`src/rtl/inner_9_sched.sv`:
```
// ---------------------------------------------------------------------------
// inner_9_sched
// Sequencer for one shared 3x3 dot-product unit. For every output pixel it
// streams num_ch window/kernel operand pairs into the dot unit, tags each
// load so that only real operands are accumulated once they emerge from the
// unit's load-gated pipeline, adds the per-pixel bias, saturates, and hands
// the finished pixel to the output buffer over a valid/ready port.
//
// Ports
//   clk, rst              clock (posedge) and synchronous active-high reset
//   start                 job start pulse, honoured only in IDLE
//   num_ch, num_out       channels per pixel / pixels per job, latched on start
//   bias                  signed accumulator seed, sampled at each pixel start
//   busy, done            job in progress / one-cycle completion pulse
//   src_valid/src_ready   operand pair handshake, src_d1 window, src_d2 kernel
//   dot_load, dot_d1/d2   load enable and operands for the dot unit
//   dot_q                 signed dot unit result (PIPE_LAT loads behind)
//   out_valid/out_ready   pixel handshake, out_data saturated pixel sum
// ---------------------------------------------------------------------------
module inner_9_sched #(
    parameter int DATA_LEN = 16,
    parameter int CH_W     = 8,
    parameter int OUT_W    = 12,
    parameter int PIPE_LAT = 3
) (
    input  logic                  clk,
    input  logic                  rst,
    input  logic                  start,
    input  logic [CH_W-1:0]       num_ch,
    input  logic [OUT_W-1:0]      num_out,
    input  logic [DATA_LEN-1:0]   bias,
    output logic                  busy,
    output logic                  done,
    input  logic                  src_valid,
    output logic                  src_ready,
    input  logic [9*DATA_LEN-1:0] src_d1,
    input  logic [9*DATA_LEN-1:0] src_d2,
    output logic                  dot_load,
    output logic [9*DATA_LEN-1:0] dot_d1,
    output logic [9*DATA_LEN-1:0] dot_d2,
    input  logic [DATA_LEN-1:0]   dot_q,
    output logic                  out_valid,
    input  logic                  out_ready,
    output logic [DATA_LEN-1:0]   out_data
);

    typedef enum logic [2:0] {
        S_IDLE,
        S_FEED,
        S_FLUSH,
        S_DRAIN,
        S_OUT
    } state_t;

    localparam int FL_W = $clog2(PIPE_LAT) + 1;
    localparam logic [FL_W-1:0] FLUSH_LAST = FL_W'(PIPE_LAT - 2);

    state_t                state, state_nx;
    logic [CH_W-1:0]       ch_num;
    logic [CH_W-1:0]       ch_left;
    logic [OUT_W-1:0]      pix_left;
    logic [FL_W-1:0]       flush_cnt;
    logic [2:0]            vtag;
    logic                  ld_r;
    logic [DATA_LEN-1:0]   acc;
    logic [DATA_LEN:0]     sum_ext;
    logic [DATA_LEN-1:0]   acc_sat;

    logic accept;
    logic start_ok;
    logic start_empty;
    logic out_fire;
    logic last_pix;

    assign accept      = (state == S_FEED) && src_valid;
    assign start_ok    = (state == S_IDLE) && start && (num_ch != '0) && (num_out != '0);
    assign start_empty = (state == S_IDLE) && start && ((num_ch == '0) || (num_out == '0));
    assign out_fire    = (state == S_OUT) && out_ready;
    assign last_pix    = (pix_left == OUT_W'(1));

    assign busy     = (state != S_IDLE);
    assign out_data = acc;

    // Sign-extended sum one bit wider than the accumulator; the top two bits
    // disagreeing means the true result left the representable range, and the
    // top bit then says which rail to clamp to.
    assign sum_ext = {acc[DATA_LEN-1], acc} + {dot_q[DATA_LEN-1], dot_q};
    always_comb begin
        acc_sat = sum_ext[DATA_LEN-1:0];
        if (sum_ext[DATA_LEN] != sum_ext[DATA_LEN-1]) begin
            acc_sat = sum_ext[DATA_LEN] ? {1'b1, {(DATA_LEN-1){1'b0}}}
                                        : {1'b0, {(DATA_LEN-1){1'b1}}};
        end
    end

    always_ff @(posedge clk) begin
        if (rst) begin
            state <= S_IDLE;
        end else begin
            state <= state_nx;
        end
    end

    // Next state and Moore/Mealy outputs. Operands pass straight through in
    // FEED so the dot unit captures them on the accepting edge; FLUSH pushes
    // zeros to shove the last real operands out of the unit's pipeline.
    always_comb begin
        state_nx  = state;
        src_ready = 1'b0;
        dot_load  = 1'b0;
        dot_d1    = '0;
        dot_d2    = '0;
        out_valid = 1'b0;
        case (state)
            S_IDLE: begin
                if (start_ok) begin
                    state_nx = S_FEED;
                end
            end
            S_FEED: begin
                src_ready = 1'b1;
                dot_load  = src_valid;
                dot_d1    = src_d1;
                dot_d2    = src_d2;
                if (src_valid && (ch_left == CH_W'(1))) begin
                    state_nx = S_FLUSH;
                end
            end
            S_FLUSH: begin
                dot_load = 1'b1;
                if (flush_cnt == FLUSH_LAST) begin
                    state_nx = S_DRAIN;
                end
            end
            S_DRAIN: begin
                state_nx = S_OUT;
            end
            S_OUT: begin
                out_valid = 1'b1;
                if (out_ready) begin
                    state_nx = last_pix ? S_IDLE : S_FEED;
                end
            end
            default: begin
                state_nx = S_IDLE;
            end
        endcase
    end

    // Counters, tag pipeline and accumulator. vtag mirrors the dot unit's
    // load-gated stages: bit 2 marks whether the word now on dot_q came from a
    // real operand, and ld_r marks that dot_q changed on the previous edge, so
    // each real result is added exactly once and stalls cause no re-adds.
    always_ff @(posedge clk) begin
        if (rst) begin
            done      <= 1'b0;
            ch_num    <= '0;
            ch_left   <= '0;
            pix_left  <= '0;
            flush_cnt <= '0;
            vtag      <= '0;
            ld_r      <= 1'b0;
            acc       <= '0;
        end else begin
            done <= start_empty || (out_fire && last_pix);
            ld_r <= dot_load;
            if (dot_load) begin
                vtag <= {vtag[1:0], accept};
            end
            if (start_ok) begin
                ch_num   <= num_ch;
                ch_left  <= num_ch;
                pix_left <= num_out;
                acc      <= bias;
            end
            if (accept) begin
                ch_left <= ch_left - CH_W'(1);
            end
            if (state == S_FLUSH) begin
                flush_cnt <= (flush_cnt == FLUSH_LAST) ? '0 : flush_cnt + FL_W'(1);
            end
            if (ld_r && vtag[2]) begin
                acc <= acc_sat;
            end
            if (out_fire) begin
                pix_left <= pix_left - OUT_W'(1);
                if (!last_pix) begin
                    acc     <= bias;
                    ch_left <= ch_num;
                end
            end
        end
    end

endmodule
```
`config.mk`:
```
export PLATFORM = sky130hd
export DESIGN_NAME = inner_9_sched
export DESIGN_NICKNAME = d
export VERILOG_FILES = /design/src/rtl/inner_9_sched.sv
export SDC_FILE = /design/constraint.sdc
export NUM_CORES = 1
export LEC_CHECK = 0
export CAP_MARGIN = 20
export CORE_AREA = 10 10 245 247
export DETAILED_ROUTE_END_ITERATION = 8
export DIE_AREA = 0 0 255 257
export DONT_BUFFER_PORTS = 1
export SYNTH_ARGS = -nofsm -noshare
export SYNTH_HDL_FRONTEND = slang
export SYNTH_SLANG_ARGS = --single-unit
```
`constraint.sdc`:
```
create_clock -name clk -period 3.8 [get_ports clk]
set_clock_uncertainty 0.1 [all_clocks]
set_input_delay 0.57 -clock clk [delete_from_list [all_inputs] [get_ports clk]]
set_output_delay 0.57 -clock clk [all_outputs]
set_load 0.1 [all_outputs]
```
==> impl_metrics.json, run 1 <==
{
  "initial_core_util_pct": 10.05,
  "antenna_found_initial": 175,
  "final_cell_mix": "and2_1, buf_4, a21oi_1",
  "die_w_microns": 255,
  "cp_max_fo": 10,
  "final_common_cell": "and2_1",
  "drc": 0,
  "yosysWarnings": 0,
  "wl_microns": 71050,
  "total_power_mw": 12.14,
  "cts_setup_buffers": 0,
  "critPathKind": "register to register",
  "cts_hold_buffers": 0,
  "ys_ff_latch": 55,
  "cts_resized": 0,
  "vias": 7615,
  "synthDistinctLibCells": 65,
  "power_density_nw_per_um2": 1301,
  "async_reset_ff_share_pct": 0,
  "drv_slew": 0,
  "cts_buffer_depth": 2,
  "synth_compound_gate_area_share_pct": 18.83,
  "synth_fp_nets": 1156,
  "grt_pass1_wl_microns": 86110,
  "synth_simple_gate_area_share_pct": 49.35,
  "grt_pass1_vias": 7139,
  "min_path_cells": 1,
  "syn-instance-count": 790,
  "nNetsFinal": 1427,
  "finalSetupViolCount": 0,
  "hold_path_class": "input port to register",
  "cts-root-buf": "clkbuf_16",
  "synthMuxAreaShare_pct": 0.2722,
  "wl_per_cell_microns": 39.04,
  "ioPinCount": 654,
  "htreeDepth": 2,
  "maxSlewHeadroom_pct": 30.68,
  "die_h_microns": 257,
  "cts_buffers": 5,
  "synthAdderAreaFrac_pct": 4.899,
  "grt_max_degree": 105,
  "die-area_sq_um": 65540,
  "fmax_ghz": 0.3242,
  "worst_slew_pin_slew_ns": 1.038,
  "drtIter0Drc": 443,
  "required_ns": 3.93,
  "ff2ff_setup_slack_ns": 0.72,
  "grt_use_total_pct": 20.44,
  "coreArea_sq_um": 54880,
  "period_share_pct": 81.17,
  "place_congestion": 0.8976,
  "drt-vias-per-instance": 4.184,
  "synth-xor-area-share_pct": 1.905,
  "synth_top_family_by_area": "simple AND/OR/NAND/NOR gates",
  "syn_avg_cell_area_sq_um": 6.983,
  "r2r_cells": 10,
  "fp-row-count": 86,
  "drtAntennaViolNets": 0,
  "p_leak_nw": 3.995,
  "arrival_ns": 3.22,
  "grt_overflow": 0,
  "hold_ws_ns": 0.2226,
  "port-buffer-count": 0,
  "clk_latency_ns": 0.31,
  "synth_seq_area_share_pct": 19.96,
  "area_growth_pct": 69.11,
  "min_period_ns": 3.084,
  "cts_tree": "done",
  "dp_hpwl_microns": 65330,
  "layout-drive-gt1-share_pct": 32.02,
  "end_kind": "register",
  "firstDrtPassIters": 5,
  "ys.flop_type": "dfxtp_1",
  "rsz0062_at_grt": "false",
  "synth_edf_count": 0,
  "hold_viol_final": 0,
  "maxCapViolCount": 0,
  "peakVddDrop_mv": 0.6092,
  "outcome": "completed",
  "synth.cell_area_sq_um": 5517,
  "clkTransAtPathRegs_ns": 0.09,
  "setup_tns_ns": 0,
  "crit_path_start_kind": "register",
  "cts_sinks": 55
}
[where the power goes]
part	switching (mW)	internal (mW)
combinational	8.48	2.20
sequential	0.149	0.732
clock	0.257	0.319
[final cells by class]
cell class | count | area (sq um)
clock buffer | 5 | 125.1
inverter | 13 | 48.80
sequential | 55 | 1101
antenna | 54 | 135.1
clock inverter | 3 | 55.05
timing repair buffer | 318 | 2820
multi-input combinational | 668 | 4163
tap | 704 | 880.8
fill | 6338 | 45550
[worst max-delay path, stage by stage, from the launching register on]
cell,delay (ns)
dfxtp_1,0.34
ha_1,0.21
inv_1,0.07
fa_1,0.38
nand2b_1,0.20
a21o_1,0.23
a2111oi_1,0.52
o22ai_1,0.22
o21ai_4,0.35
a21oi_1,0.11
o32ai_1,0.26
[cells in the mapped netlist, drive strengths merged (3+ instances only)]
cell    instances  area (sq um)
a211oi         14         120.1
a21o            4         30.03
a21oi          67         339.1
a311oi          4         35.03
a31oi           6         37.54
and2          293          1833
and3            3         18.77
buf             7         38.79
clkbuf         47         176.4
dfxtp          55          1101
ha             20         250.2
inv            13         48.80
nand2          57         214.0
nand2b          7         43.79
nand3          13         65.06
nand3b          3         22.52
nor2           50         187.7
nor3           13         65.06
nor3b           4         35.03
nor4           10         77.57
o211ai         14         105.1
o21ai          15         86.34
o22ai          11         68.82
o32ai           3         26.28
or3            10         62.56
xnor2           7         61.31
xor2            5         43.79
[kinds of logic (layout without fill, tap and decap cells)]
group           count (synthesis)  count (layout)
fa+ha+maj                      21              21
other cells                     0              54
buf+inv                        67             339
xor+xnor                       12              12
flops                          55              55
simple gates                  475             475
mux                             1               1
compound gates                159             159
[metal layers]
layer	share of wire, %	routed length (microns)	vias to the layer above	track usage (%)
li1	-	-	3294	-
met1	32	22740	3361	18.94
met2	47	33120	672	35.49
met3	19	13320	242	16.76
met4	2.2	1557	46	1.571
met5	0.45	317	-	0
[sequential cells by signal, summed over array words and instances (netlist names)]
register / cells
flush_cnt: 3
ld_r: 1
pix_left: 12
out_data: 16
done: 1
ch_left: 8
vtag: 3
ch_num: 8
state: 3
[per-stage QoR]
stage	util, %	std cells	setup slack (ns)	area (sq um)
after floorplan	-	790	0.1804	5517
after global placement	16.43	1758	0.6181	9014
after detailed placement	16.43	1758	0.5925	9014
after CTS	16.75	1766	0.6844	9194
after global routing	16.86	1789	0.5370	9251
final	17.00	1820	0.7156	9329
[worst paths after layout]
| kind | from | to |
|---|---|---|
| worst min-delay path | rst | pix_left[4] |
| worst min register to register | ch_num[4] | ch_left[4] |
| worst max-delay path | out_data[0] | out_data[4] |
| worst max register to register | out_data[0] | out_data[4] |
No activity file was read; power rests on OpenSTA's default activity.
==> inputs of run 2 (changes only) <==
Clock period 3.8 ns to 2.56 ns, I/O delays scaled along.
==> run 2 against run 1 <==
Compared with the run above: the run now ends with negative setup slack left; total power up 68%; cell count down 5.8%; first-iteration DRC count rose by 21%; flip-flop and latch count is the same; core utilization grew 3.0 points; sequential share of layout area decreased by 1.3 points; non-clock buffer count shrank 82; worst setup slack got worse by 0.74 ns; highest routed layer unchanged.
==> impl_metrics.json, run 2 (synthesis gave the netlist of run 1 again) <==
{
  "end_kind": "register",
  "firstDrtPassIters": 5,
  "critPathKind": "register to register",
  "dp_hpwl_microns": 58730,
  "min_path_cells": 1,
  "cts_buffers": 5,
  "outcome": "finished with violations",
  "setup_tns_ns": -0.03636,
  "drv_slew": 0,
  "grt_overflow": 0,
  "cp_num_cells": 11,
  "ff2ff_setup_slack_ns": -0.02,
  "placed_area_sq_um": 10220,
  "wl_microns": 66930,
  "final_common_cell": "and2_4",
  "total_power_mw": 20.35,
  "cts_buffer_depth": 2,
  "largest_reg_flops": 16,
  "vias": 7260,
  "cp_slowest_cell": "dfxtp_4",
  "grt_use_met1_pct": 19.73,
  "cpPeakStageDelay_ns": 0.36,
  "maxSlewHeadroom_pct": 62.63,
  "critPathTopFamily": "compound AO/OA/AOI/OAI gates",
  "final_cell_mix": "and2_4, buf_12, and2_1, buf_4, a21oi_1",
  "fp-row-count": 86,
  "arrival_ns": 2.69,
  "cp_max_fo": 9,
  "min_period_ns": 2.585,
  "fmax_ghz": 0.3869,
  "wl_per_cell_microns": 39.05,
  "die_w_microns": 255,
  "htreeDepth": 2,
  "grt_pass1_vias": 6882,
  "grt_use_total_pct": 18.76,
  "drtIter0Drc": 536,
  "final_util_pct": 19.96,
  "r2r_cells": 11,
  "dp_cells": 1660,
  "port-buffer-count": 0,
  "hold_viol_final": 0,
  "design_area_sq_um": 10950,
  "drtAntennaViolNets": 0,
  "maxCapViolCount": 0,
  "peakVddDrop_mv": 1.389,
  "crit_path_start_kind": "register",
  "worst_slew_pin_slew_ns": 0.5606,
  "grt_util_met2_pct": 31.35,
  "layout-drive-gt1-share_pct": 53.01,
  "drt-vias-per-instance": 4.236,
  "grt_pass1_wl_microns": 80840,
  "clk_latency_ns": 0.31,
  "required_ns": 2.66,
  "period_share_pct": 101.0,
  "cp_cell_sequence": "ha_4 -> inv_4 -> fa_2 -> nand2b_4 -> a21o_4 -> a2111oi_4 -> o22ai_2 -> o21ai_4 -> buf_12 -> nand2_1 -> a211oi_1",
  "clkTransAtPathRegs_ns": 0.08,
  "grt.met3_usage_pct": 12.87,
  "area_growth_pct": 98.53,
  "hold_path_class": "input port to register",
  "initial_core_util_pct": 10.05,
  "nNetsFinal": 1346,
  "place_ws_ns": -0.1849,
  "antenna_found_initial": 80,
  "die_h_microns": 257,
  "top_usage_layer": "met2",
  "place_congestion": 0.9256,
  "hold_ws_ns": 0.02947,
  "rsz0062_at_grt": "true",
  "ioPinCount": 654,
  "drc": 0,
  "cts_sinks": 55,
  "cts-root-buf": "clkbuf_16",
  "violations": "negative setup slack",
  "cts_tree": "done",
  "worst-path-buf-inv": 2,
  "finalSetupViolCount": 3,
  "p_leak_nw": 4.331,
  "power_density_nw_per_um2": 1858,
  "die-area_sq_um": 65540,
  "coreArea_sq_um": 54880,
  "setup_ws_ns": -0.02489,
  "stdcell_count": 1714,
  "grt_max_degree": 57
}
## run 2: cell types whose count changed in the layout (fill, tap and decap cells not counted), sizes merged
cell	change
mux2	+1
bufinv	-1
clkinv	-2
clkbuf	+8
inv	+2
buf	-90
diode	-25
clkinvlp	+1
## run 2: path summary, 6_finish.rpt
| path | from | to |
|---|---|---|
| worst max-delay path | out_data[0] | out_data[9] |
| worst min-delay path | rst | out_data[2] |
| worst max register to register | out_data[0] | out_data[9] |
| worst min register to register | ch_num[3] | ch_left[3] |
## run 2: final cells by class
class                      count  area, sq um
antenna                       29        72.57
clock buffer                   5        125.1
clock inverter                 3        25.02
fill                        6029        43930
inverter                      13        51.30
multi-input combinational    669         4860
sequential                    55         1151
tap                          704        880.8
timing repair buffer         236         3786
## run 2: timing repair
item | 4_1_cts | 5_1_grt
gates cloned | 2 | 9
setup endpoints to repair | 272 | 272
buffers inserted | 5 | 1
gates resized for setup | 6 | 49
hold buffers | 0 | 0
pin swaps | 7 | 6
## run 2: per-layer routing
layer	up-vias	wire, microns	part of all wire (%)
met1	3451	22950	34
met5	-	266	0.40
met3	118	11280	17
met4	38	1249	1.9
met2	546	31180	47
li1	3107	-	-
## run 2: report_power, final
part           total (mW)  switching, mW  internal, mW  leakage, nW
Combinational        18.3           13.1          5.14         3.80
Clock               0.742          0.370         0.372       0.0710
Sequential           1.35          0.223          1.12        0.462
